File: config.mk
export PLATFORM = sky130hd
export DESIGN_NAME = alu_issue_stage
export DESIGN_NICKNAME = d
export VERILOG_FILES = /design/src/rtl/alu_issue_stage.sv
export SDC_FILE = /design/constraint.sdc
export NUM_CORES = 1
export LEC_CHECK = 0
export CORE_ASPECT_RATIO = 1.4
export CORE_MARGIN = 2
export CORE_UTILIZATION = 33
export DETAILED_ROUTE_END_ITERATION = 8
export HOLD_SLACK_MARGIN = 0.02
export PLACE_DENSITY_LB_ADDON = 0.2
export RECOVER_POWER = 100
export SETUP_SLACK_MARGIN = 0.02
export SYNTH_ARGS = -nofsm -noshare
export SYNTH_HDL_FRONTEND = slang
export SYNTH_SLANG_ARGS = --single-unit
File: constraint.sdc
create_clock -name clk -period 1.7 [get_ports clk]
set_input_delay 0.255 -clock clk [delete_from_list [all_inputs] [get_ports clk]]
set_output_delay 0.255 -clock clk [all_outputs]
set_load 0.005 [all_outputs]
File: src/rtl/alu_issue_stage.sv
// alu_issue_stage
//   Single-entry issue register between RV32I decode and the ALU. Decodes the
//   instruction word into ALU operands, an ALU op code and a destination index,
//   and holds the result in a valid/ready pipeline register.
//
// Ports
//   clk, rst          rising-edge clock, synchronous active-high reset
//   in_valid/in_ready decode-side handshake (in_ready is combinational)
//   instr, rd1, rd2   instruction word and register-file read data
//   flush             drop the held bundle and any bundle offered this cycle
//   out_valid/out_ready ALU-side handshake
//   srcA, srcB        registered ALU operands
//   ALUControl        000 add, 001 sub, 010 and, 011 or, 100 slt, 111 pass srcA
//   rd                registered destination register index
//   illegal           registered unsupported-encoding flag
module alu_issue_stage #(
  parameter int DATA_W = 32
) (
  input  logic              clk,
  input  logic              rst,
  input  logic              in_valid,
  output logic              in_ready,
  input  logic [31:0]       instr,
  input  logic [DATA_W-1:0] rd1,
  input  logic [DATA_W-1:0] rd2,
  input  logic              flush,
  output logic              out_valid,
  input  logic              out_ready,
  output logic [DATA_W-1:0] srcA,
  output logic [DATA_W-1:0] srcB,
  output logic [2:0]        ALUControl,
  output logic [4:0]        rd,
  output logic              illegal
);

  localparam logic [2:0] ALU_ADD  = 3'b000;
  localparam logic [2:0] ALU_SUB  = 3'b001;
  localparam logic [2:0] ALU_AND  = 3'b010;
  localparam logic [2:0] ALU_OR   = 3'b011;
  localparam logic [2:0] ALU_SLT  = 3'b100;
  localparam logic [2:0] ALU_PASS = 3'b111;

  localparam logic [6:0] OP_R     = 7'b0110011;
  localparam logic [6:0] OP_I     = 7'b0010011;
  localparam logic [6:0] OP_LOAD  = 7'b0000011;
  localparam logic [6:0] OP_STORE = 7'b0100011;
  localparam logic [6:0] OP_BR    = 7'b1100011;

  function automatic logic signed [DATA_W-1:0] sext12(input logic [11:0] imm);
    sext12 = {{(DATA_W-12){imm[11]}}, imm};
  endfunction

  logic [6:0]        w_op;
  logic [2:0]        w_f3;
  logic [6:0]        w_f7;
  logic [DATA_W-1:0] w_srcB_p0;
  logic [2:0]        w_alu_p0;
  logic [4:0]        w_rd_p0;
  logic              w_ill_p0;
  logic              w_accept;

  logic              r_vld_p1;
  logic [DATA_W-1:0] r_srcA_p1;
  logic [DATA_W-1:0] r_srcB_p1;
  logic [2:0]        r_alu_p1;
  logic [4:0]        r_rd_p1;
  logic              r_ill_p1;

  assign w_op = instr[6:0];
  assign w_f3 = instr[14:12];
  assign w_f7 = instr[31:25];

  // ---- p0: combinational decode ----
  // Defaults describe the illegal bundle; each legal encoding overrides them.
  always_comb begin
    w_srcB_p0 = rd2;
    w_alu_p0  = ALU_PASS;
    w_rd_p0   = 5'd0;
    w_ill_p0  = 1'b1;
    case (w_op)
      OP_R: begin
        if (w_f7 == 7'b0000000 || (w_f7 == 7'b0100000 && w_f3 == 3'b000)) begin
          case (w_f3)
            3'b000: begin w_alu_p0 = w_f7[5] ? ALU_SUB : ALU_ADD; w_ill_p0 = 1'b0; end
            3'b111: begin w_alu_p0 = ALU_AND; w_ill_p0 = 1'b0; end
            3'b110: begin w_alu_p0 = ALU_OR;  w_ill_p0 = 1'b0; end
            3'b010: begin w_alu_p0 = ALU_SLT; w_ill_p0 = 1'b0; end
            default: ;
          endcase
          if (!w_ill_p0) w_rd_p0 = instr[11:7];
        end
      end
      OP_I: begin
        case (w_f3)
          3'b000: begin w_alu_p0 = ALU_ADD; w_ill_p0 = 1'b0; end
          3'b111: begin w_alu_p0 = ALU_AND; w_ill_p0 = 1'b0; end
          3'b110: begin w_alu_p0 = ALU_OR;  w_ill_p0 = 1'b0; end
          3'b010: begin w_alu_p0 = ALU_SLT; w_ill_p0 = 1'b0; end
          default: ;
        endcase
        if (!w_ill_p0) begin
          w_srcB_p0 = sext12(instr[31:20]);
          w_rd_p0   = instr[11:7];
        end
      end
      OP_LOAD: begin
        w_alu_p0  = ALU_ADD;
        w_srcB_p0 = sext12(instr[31:20]);
        w_rd_p0   = instr[11:7];
        w_ill_p0  = 1'b0;
      end
      OP_STORE: begin
        w_alu_p0  = ALU_ADD;
        w_srcB_p0 = sext12({instr[31:25], instr[11:7]});
        w_ill_p0  = 1'b0;
      end
      OP_BR: begin
        w_alu_p0 = ALU_SUB;
        w_ill_p0 = 1'b0;
      end
      default: ;
    endcase
  end

  assign in_ready = !rst && (!r_vld_p1 || out_ready);
  assign w_accept = in_valid && in_ready;

  // ---- p1: issue register ----
  // Priority: reset, then flush (drops held and incoming bundle), then accept,
  // then consume. Data fields only change on accept so they hold otherwise.
  always_ff @(posedge clk) begin
    if (rst) begin
      r_vld_p1  <= 1'b0;
      r_srcA_p1 <= '0;
      r_srcB_p1 <= '0;
      r_alu_p1  <= ALU_ADD;
      r_rd_p1   <= 5'd0;
      r_ill_p1  <= 1'b0;
    end else if (flush) begin
      r_vld_p1 <= 1'b0;
    end else if (w_accept) begin
      r_vld_p1  <= 1'b1;
      r_srcA_p1 <= rd1;
      r_srcB_p1 <= w_srcB_p0;
      r_alu_p1  <= w_alu_p0;
      r_rd_p1   <= w_rd_p0;
      r_ill_p1  <= w_ill_p0;
    end else if (out_ready) begin
      r_vld_p1 <= 1'b0;
    end
  end

  assign out_valid  = r_vld_p1;
  assign srcA       = r_srcA_p1;
  assign srcB       = r_srcB_p1;
  assign ALUControl = r_alu_p1;
  assign rd         = r_rd_p1;
  assign illegal    = r_ill_p1;

endmodule
==> results.py, run 1 <==
metrics = {
    "outcome": {
        "status": "complete, no violations",
    },
    "synthesis": {
        "async_reset_ff_share_pct": 0,
        "syn_area_per_cell_um2": 8.53,
        "synth-compound-area-share_pct": 20.5,
        "synth_simple_gate_area_share_pct": 21.4,
        "synth_ff_type": "dfxtp_1",
        "synthCells": 337,
        "ys.warnings.count": 0,
        "synth_xor_xnor_area_share_pct": 0,
        "synth_top_area_share_pct": 51.5,
        "yosys.area.top_type": "dfxtp_1",
        "synth_edf_count": 0,
        "synth_fp_nets": 438,
        "synthTopCellsByCount": "dfxtp_1 (74), nand2_1 (73), nor2_1 (36), a21oi_1 (32), o22ai_1 (21)",
        "synth_most_common_cell": "dfxtp_1",
        "ys_types": 36,
        "synth_top_family_by_area": "simple AND/OR/NAND/NOR gates",
        "synthMuxAreaShare_pct": 2.09,
        "ys_seq_elements": 74,
        "synth_fa_ha_area_share_pct": 0,
        "synth.area.top_cells": "dfxtp_1 (52%), nand2_1 (9.5%), a21oi_1 (5.6%)",
        "ys_seq_area_share_pct": 51.5,
        "synth_area_um2": 2870,
    },
    "cts": {
        "h-tree-depth": 3,
        "numCtsBuffers": 9,
        "clock_latency_ns": 0.33,
        "clkTransAtPathRegs_ns": 0.06,
        "ctsHoldBuffers": 0,
        "tritoncts": "done",
        "clock_sinks": 74,
        "clock_path_buffers": 2,
        "cts_root_buf": "clkbuf_16",
    },
    "setup_path": {
        "critPathMaxFanout": 6,
        "path_cells": "clkdlybuf4s50_1 > nand2b_1 > and3_4 > nand2_2 > o31ai_4 > buf_6 > nor2_1",
        "cp.arrival_ns": 1.85,
        "cp_data_required_time_ns": 1.92,
        "end_kind": "register",
        "crit_type": "primary input to register",
        "start_kind": "primary input",
        "slowest_stage": "clkdlybuf4s50_1",
        "cpPeakStageDelay_ns": 0.47,
    },
    "global_route": {
        "grt_pass1_wl_mm": 14.7,
        "grt_max_degree": 45,
        "grt_pass1_vias": 3046,
        "grt_antenna_before_repair": 0,
        "grt-ovfl-total": 0,
        "grt_usage_pct": 19.2,
    },
    "detailed_routing": {
        "via_per_inst": 4.90,
        "vias": 3195,
        "wl_mm": 9.62,
        "routedWlPerCell_um": 14.8,
        "ant_nets": 0,
        "first_pass_iters": 4,
        "drc": 0,
        "drt_iter0_drc": 103,
    },
    "placed_design": {
        "dpl.hpwl_mm": 6.60,
        "gp_congestion": 0.780,
        "place_ws_ns": -0.419,
        "io_buffer_count": 170,
    },
    "finish": {
        "drive_gt1_share_pct": 15.5,
        "post-route-util_pct": 64.3,
        "diodes": 0,
        "fin_nets": 643,
        "area_delta_synth_final_pct": 90.2,
    },
    "timing": {
        "setup_viol": 0,
        "slew_viol_final": 0,
        "finalWorstSetupSlack_ns": 0.0700,
        "hold_violations": 0,
        "relSlewSlack_pct": 69.7,
        "worst_pin_slew_ns": 0.455,
        "post-route-min-period_ns": 1.63,
        "finalCritPeriodShare_pct": 95.9,
        "max_freq_mhz": 614,
        "skew_ns": 0.00411,
    },
    "floorplanning": {
        "rows": 40,
        "ios": 176,
        "core-area_um2": 8510,
        "die_h_um": 114,
        "die-area_um2": 9480,
        "fp.dieW_um": 82.9,
        "initial_utilization_pct": 33.8,
    },
    "power_and_ir_drop": {
        "leakage_nw": 2.29,
        "max-vdd-ir-drop_v": 0.000562,
        "powerDensity_nw_per_um2": 811,
    },
    "min_path": {
        "hold_class": "primary input to register",
    },
    "run": {
        "cap_violations": 0,
    },
}
==> cells in the final DEF, fill, tap and decap left out, types with 4 or more instances in the layout <==
| cell | synthesis | routed |
|---|---|---|
| clkdlybuf4s50_1 | 0 | 83 |
| dlygate4sd3_1 | 0 | 75 |
| dfxtp_1 | 74 | 74 |
| nand2_1 | 73 | 72 |
| nor2_1 | 36 | 36 |
| buf_4 | 0 | 33 |
| a21oi_1 | 32 | 32 |
| o22ai_1 | 21 | 21 |
| clkbuf_16 | 0 | 11 |
| a211oi_1 | 9 | 9 |
| buf_6 | 1 | 8 |
| dlymetal6s2s_1 | 0 | 7 |
| mux2i_1 | 6 | 6 |
| nand3_1 | 8 | 6 |
| a22oi_1 | 5 | 5 |
| and2_1 | 5 | 5 |
| o221ai_2 | 0 | 5 |
| a22o_1 | 5 | 5 |
| inv_1 | 4 | 4 |
==> per-stage QoR <==
stage | cells | cell area [um2] | power (mW) | setup TNS [ns] | hold slack (ns)
after floorplan | 337 | 2870 | 2.07 | 0 | 0.377
after global placement | 622 | 4880 | 2.52 | -15.43 | 0.441
after detailed placement | 622 | 4880 | 2.53 | -16.76 | 0.447
after CTS | 641 | 5260 | 4.49 | -0.0141 | 0.220
after global routing | 652 | 5470 | 4.62 | -0.0234 | 0.254
final | 652 | 5470 | 4.43 | 0 | 0.239
==> final cells by class <==
class | instances | area, um2
fillers | 710 | 3040
repair buffers | 218 | 2150
flip-flops and latches | 74 | 1480
multi-input cells | 235 | 1380
clock buffers | 12 | 256
well taps | 105 | 131
clock inverters | 4 | 50.0
inverters | 4 | 15.0
==> report_power, final <==
group	internal [mW]	total, mW	switching [mW]
clock network	1.21	1.92	0.703
registers	1.81	1.84	0.0307
logic	0.423	0.680	0.258
total	3.44	4.43	0.991
==> logic make-up (layout without fill, tap and decap cells) <==
| family | Yosys count | after routing |
|---|---|---|
| AND/OR/NAND/NOR | 138 | 138 |
| buffers and inverters | 28 | 238 |
| flip-flops | 74 | 74 |
| AO/OA/AOI/OAI | 91 | 91 |
| multiplexers | 6 | 6 |
==> critical path: cells and delay by family <==
| family | cells | cell delay (ns) |
|---|---|---|
| AND/OR/NAND/NOR | 4 | 0.54 |
| AO/OA/AOI/OAI | 1 | 0.39 |
| buffers and inverters | 2 | 0.65 |
==> final timing paths <==
kind	startpoint	slack [ns]	cells after the start	to
max	out_ready	0.07	7	srcB[15]
min	rst	0.24	3	out_valid
max reg2reg	out_valid	0.19	6	srcB[15]
min reg2reg	srcA[13]	0.45	2	srcA[13]
==> timing repair <==
action	CTS	global route
cloned	1	4
gates resized for setup	16	30
setup endpoints to repair	39	41
pin swaps	9	7
setup buffers	2	7
==> flip-flops by register name (all words and copies together) (netlist names) <==
name	flops
srcA	32
out_valid	1
ALUControl	3
illegal	1
rd	5
srcB	32
==> layer usage <==
layer / vias up / GRT usage, % / share of wire [%]
li1: 1599 / - / -
met3: 15 / 5.84 / 5.6
met2: 111 / 33.6 / 53
met5: - / 0 / 0
met4: 0 / 9.07 / 1.9
met1: 1470 / 21.1 / 39
Power figures use the tool's default switching activity.
==> run 2, diff against run 1 <==
CELL_PAD_IN_SITES_DETAIL_PLACEMENT = 0   (was unset)
CELL_PAD_IN_SITES_GLOBAL_PLACEMENT = 1   (was unset)
CORE_UTILIZATION = 23   (was 33)
==> run 2 against run 1 <==
  * Fmax up 0.77%
  * Design area down 2.0%
  * Critical path type unchanged
  * Highest routed layer unchanged
  * Sequential power about the same
  * Count of clock-buffer cells in the layout unchanged
  * First-iteration DRC count down 41%
  * Critical endpoint is now srcB[24]
==> results.py, run 2 (synthesized netlist as in run 1, its figures left out) <==
metrics = {
    "min_path": {
        "hold_class": "primary input to register",
        "hp-start": "rst",
    },
    "placed_design": {
        "place_ws_ns": -0.406,
        "dpl.hpwl_mm": 7.61,
        "gp_congestion": 0.742,
        "io_buffer_count": 170,
        "place_area_um2": 4980,
    },
    "detailed_routing": {
        "ant_nets": 0,
        "wl_mm": 9.94,
        "met3WireLength_um": 527,
        "dr.max_layer_used": "met4",
        "wl_met1_mm": 3.92,
        "routedWlPerCell_um": 14.4,
        "first_pass_iters": 4,
        "drc": 0,
        "met2_length_mm": 5.33,
        "vias": 3147,
        "drt_iter0_drc": 61,
        "via_per_inst": 4.57,
    },
    "power_and_ir_drop": {
        "p_switching_uw": 964,
        "p_int_mw": 3.38,
        "powerDensity_nw_per_um2": 810,
        "max-vdd-ir-drop_v": 0.000499,
        "p_clk_share_pct": 42.6,
        "p_sw_share_pct": 22.2,
        "p_seq_share_pct": 42.3,
        "leakage_nw": 2.24,
        "comb_power_share_pct": 15.1,
    },
    "finish": {
        "regArea_um2": 1480,
        "layout_commonest_cell": "clkdlybuf4s50_1",
        "final_cell_mix": "clkdlybuf4s50_1 (84), dlygate4sd3_1 (75), dfxtp_1 (74)",
        "drive_gt1_share_pct": 12.8,
        "area_delta_synth_final_pct": 86.5,
        "fillCellCount": 1250,
        "diodes": 0,
        "multi_input_area_um2": 1330,
        "fin_nets": 635,
        "post-route-util_pct": 43.8,
        "stdcell_area_um2": 5360,
    },
    "cts": {
        "cts_root_buf": "clkbuf_16",
        "clock_sinks": 74,
        "numCtsBuffers": 9,
        "tritoncts": "done",
        "h-tree-depth": 3,
        "clock_path_buffers": 2,
        "clock_latency_ns": 0.32,
        "clkTransAtPathRegs_ns": 0.06,
    },
    "timing": {
        "finalSetupTns_ns": 0,
        "slew_viol_final": 0,
        "max_freq_mhz": 618,
        "relSlewSlack_pct": 80.2,
        "worst_pin_slew_ns": 0.296,
        "holdWs_ns": 0.245,
        "finalWorstSetupSlack_ns": 0.0825,
        "skew_ns": 0.00582,
        "post-route-min-period_ns": 1.62,
        "finalCritPeriodShare_pct": 95.1,
        "setup_viol": 0,
        "rsz0062_at_grt": "no",
        "hold_violations": 0,
    },
    "setup_path": {
        "critPathMaxFanout": 21,
        "crit_type": "primary input to register",
        "slowest_stage": "clkdlybuf4s50_1",
        "start_kind": "primary input",
        "end_kind": "register",
        "cp_data_required_time_ns": 1.92,
        "cpPeakStageDelay_ns": 0.42,
        "path_delay_family": "buffers and inverters",
        "cp.arrival_ns": 1.84,
        "critPathLaunch": "instr[12]",
        "path_cells": "clkdlybuf4s50_1 > nor2b_1 > o31a_1 > buf_4 > o31ai_2 > buf_12 > nor2_1",
        "cp_num_buf_inv": 3,
        "r2r-start": "out_valid",
    },
    "floorplanning": {
        "fp.dieW_um": 98.5,
        "die-area_um2": 13400,
        "initial_utilization_pct": 23.5,
        "core-area_um2": 12300,
        "rows": 48,
        "die_h_um": 136,
        "ios": 176,
    },
    "global_route": {
        "grt_usage_pct": 14.7,
        "grt_pass1_vias": 3041,
        "grt_antenna_before_repair": 0,
        "grt_max_degree": 33,
        "grt_pass1_wl_mm": 15.6,
        "grt-ovfl-total": 0,
    },
    "run": {
        "cap_violations": 0,
    },
    "outcome": {
        "status": "complete, no violations",
    },
}
-- run 2: worst paths after layout --
| path | end | slack (ns) | cells past startpoint |
|---|---|---|---|
| setup reg to reg | srcB[24] | 0.27 | 6 |
| hold reg to reg | srcA[22] | 0.45 | 2 |
| setup / recovery | srcB[24] | 0.08 | 7 |
| hold / removal | out_valid | 0.25 | 3 |
-- run 2: what timing repair did --
| action | CTS | global route |
|---|---|---|
| hold buffers | 0 | 0 |
| pin swaps | 12 | 6 |
| setup endpoints to repair | 18 | 41 |
| resized for setup | 13 | 17 |
| buffers inserted | 1 | 2 |
-- run 2: layout make-up --
cell class / instances / share of cell area [%]
timing repair buffer: 210 / 38.5
clock inverter: 3 / 0.747
tap: 150 / 3.50
clock buffer: 12 / 4.60
sequential: 74 / 27.6
inverter: 4 / 0.280
multi-input combinational: 235 / 24.7
-- run 2: power by group through the flow --
| stage | Clock, mW | Sequential (mW) | Combinational (mW) |
|---|---|---|---|
| floorplan | 0 | 1.88 | 0.188 |
| global placement | 0 | 1.88 | 0.669 |
| detailed placement | 0 | 1.88 | 0.674 |
| CTS | 1.93 | 1.84 | 0.682 |
| global route | 2.02 | 1.85 | 0.711 |
| finish | 1.85 | 1.84 | 0.654 |
-- run 2: per-layer routing --
metal	up-vias	global-route usage, %
li1	1583	-
met1	1461	16.7
met2	90	26.5
met3	13	3.65
met4	0	5.40
met5	-	0
-- run 2: worst min-delay path, stage by stage --
cell	delay (ns)
buf_2	0.10
nor2_1	0.07
o21a_1	0.10
-- run 2: stage by stage --
step                      power [mW]  std cells
after floorplan                 2.07        337
after global placement          2.55        670
after detailed placement        2.55        670
after CTS                       4.45        686
after global routing            4.58        688
final                           4.34        688
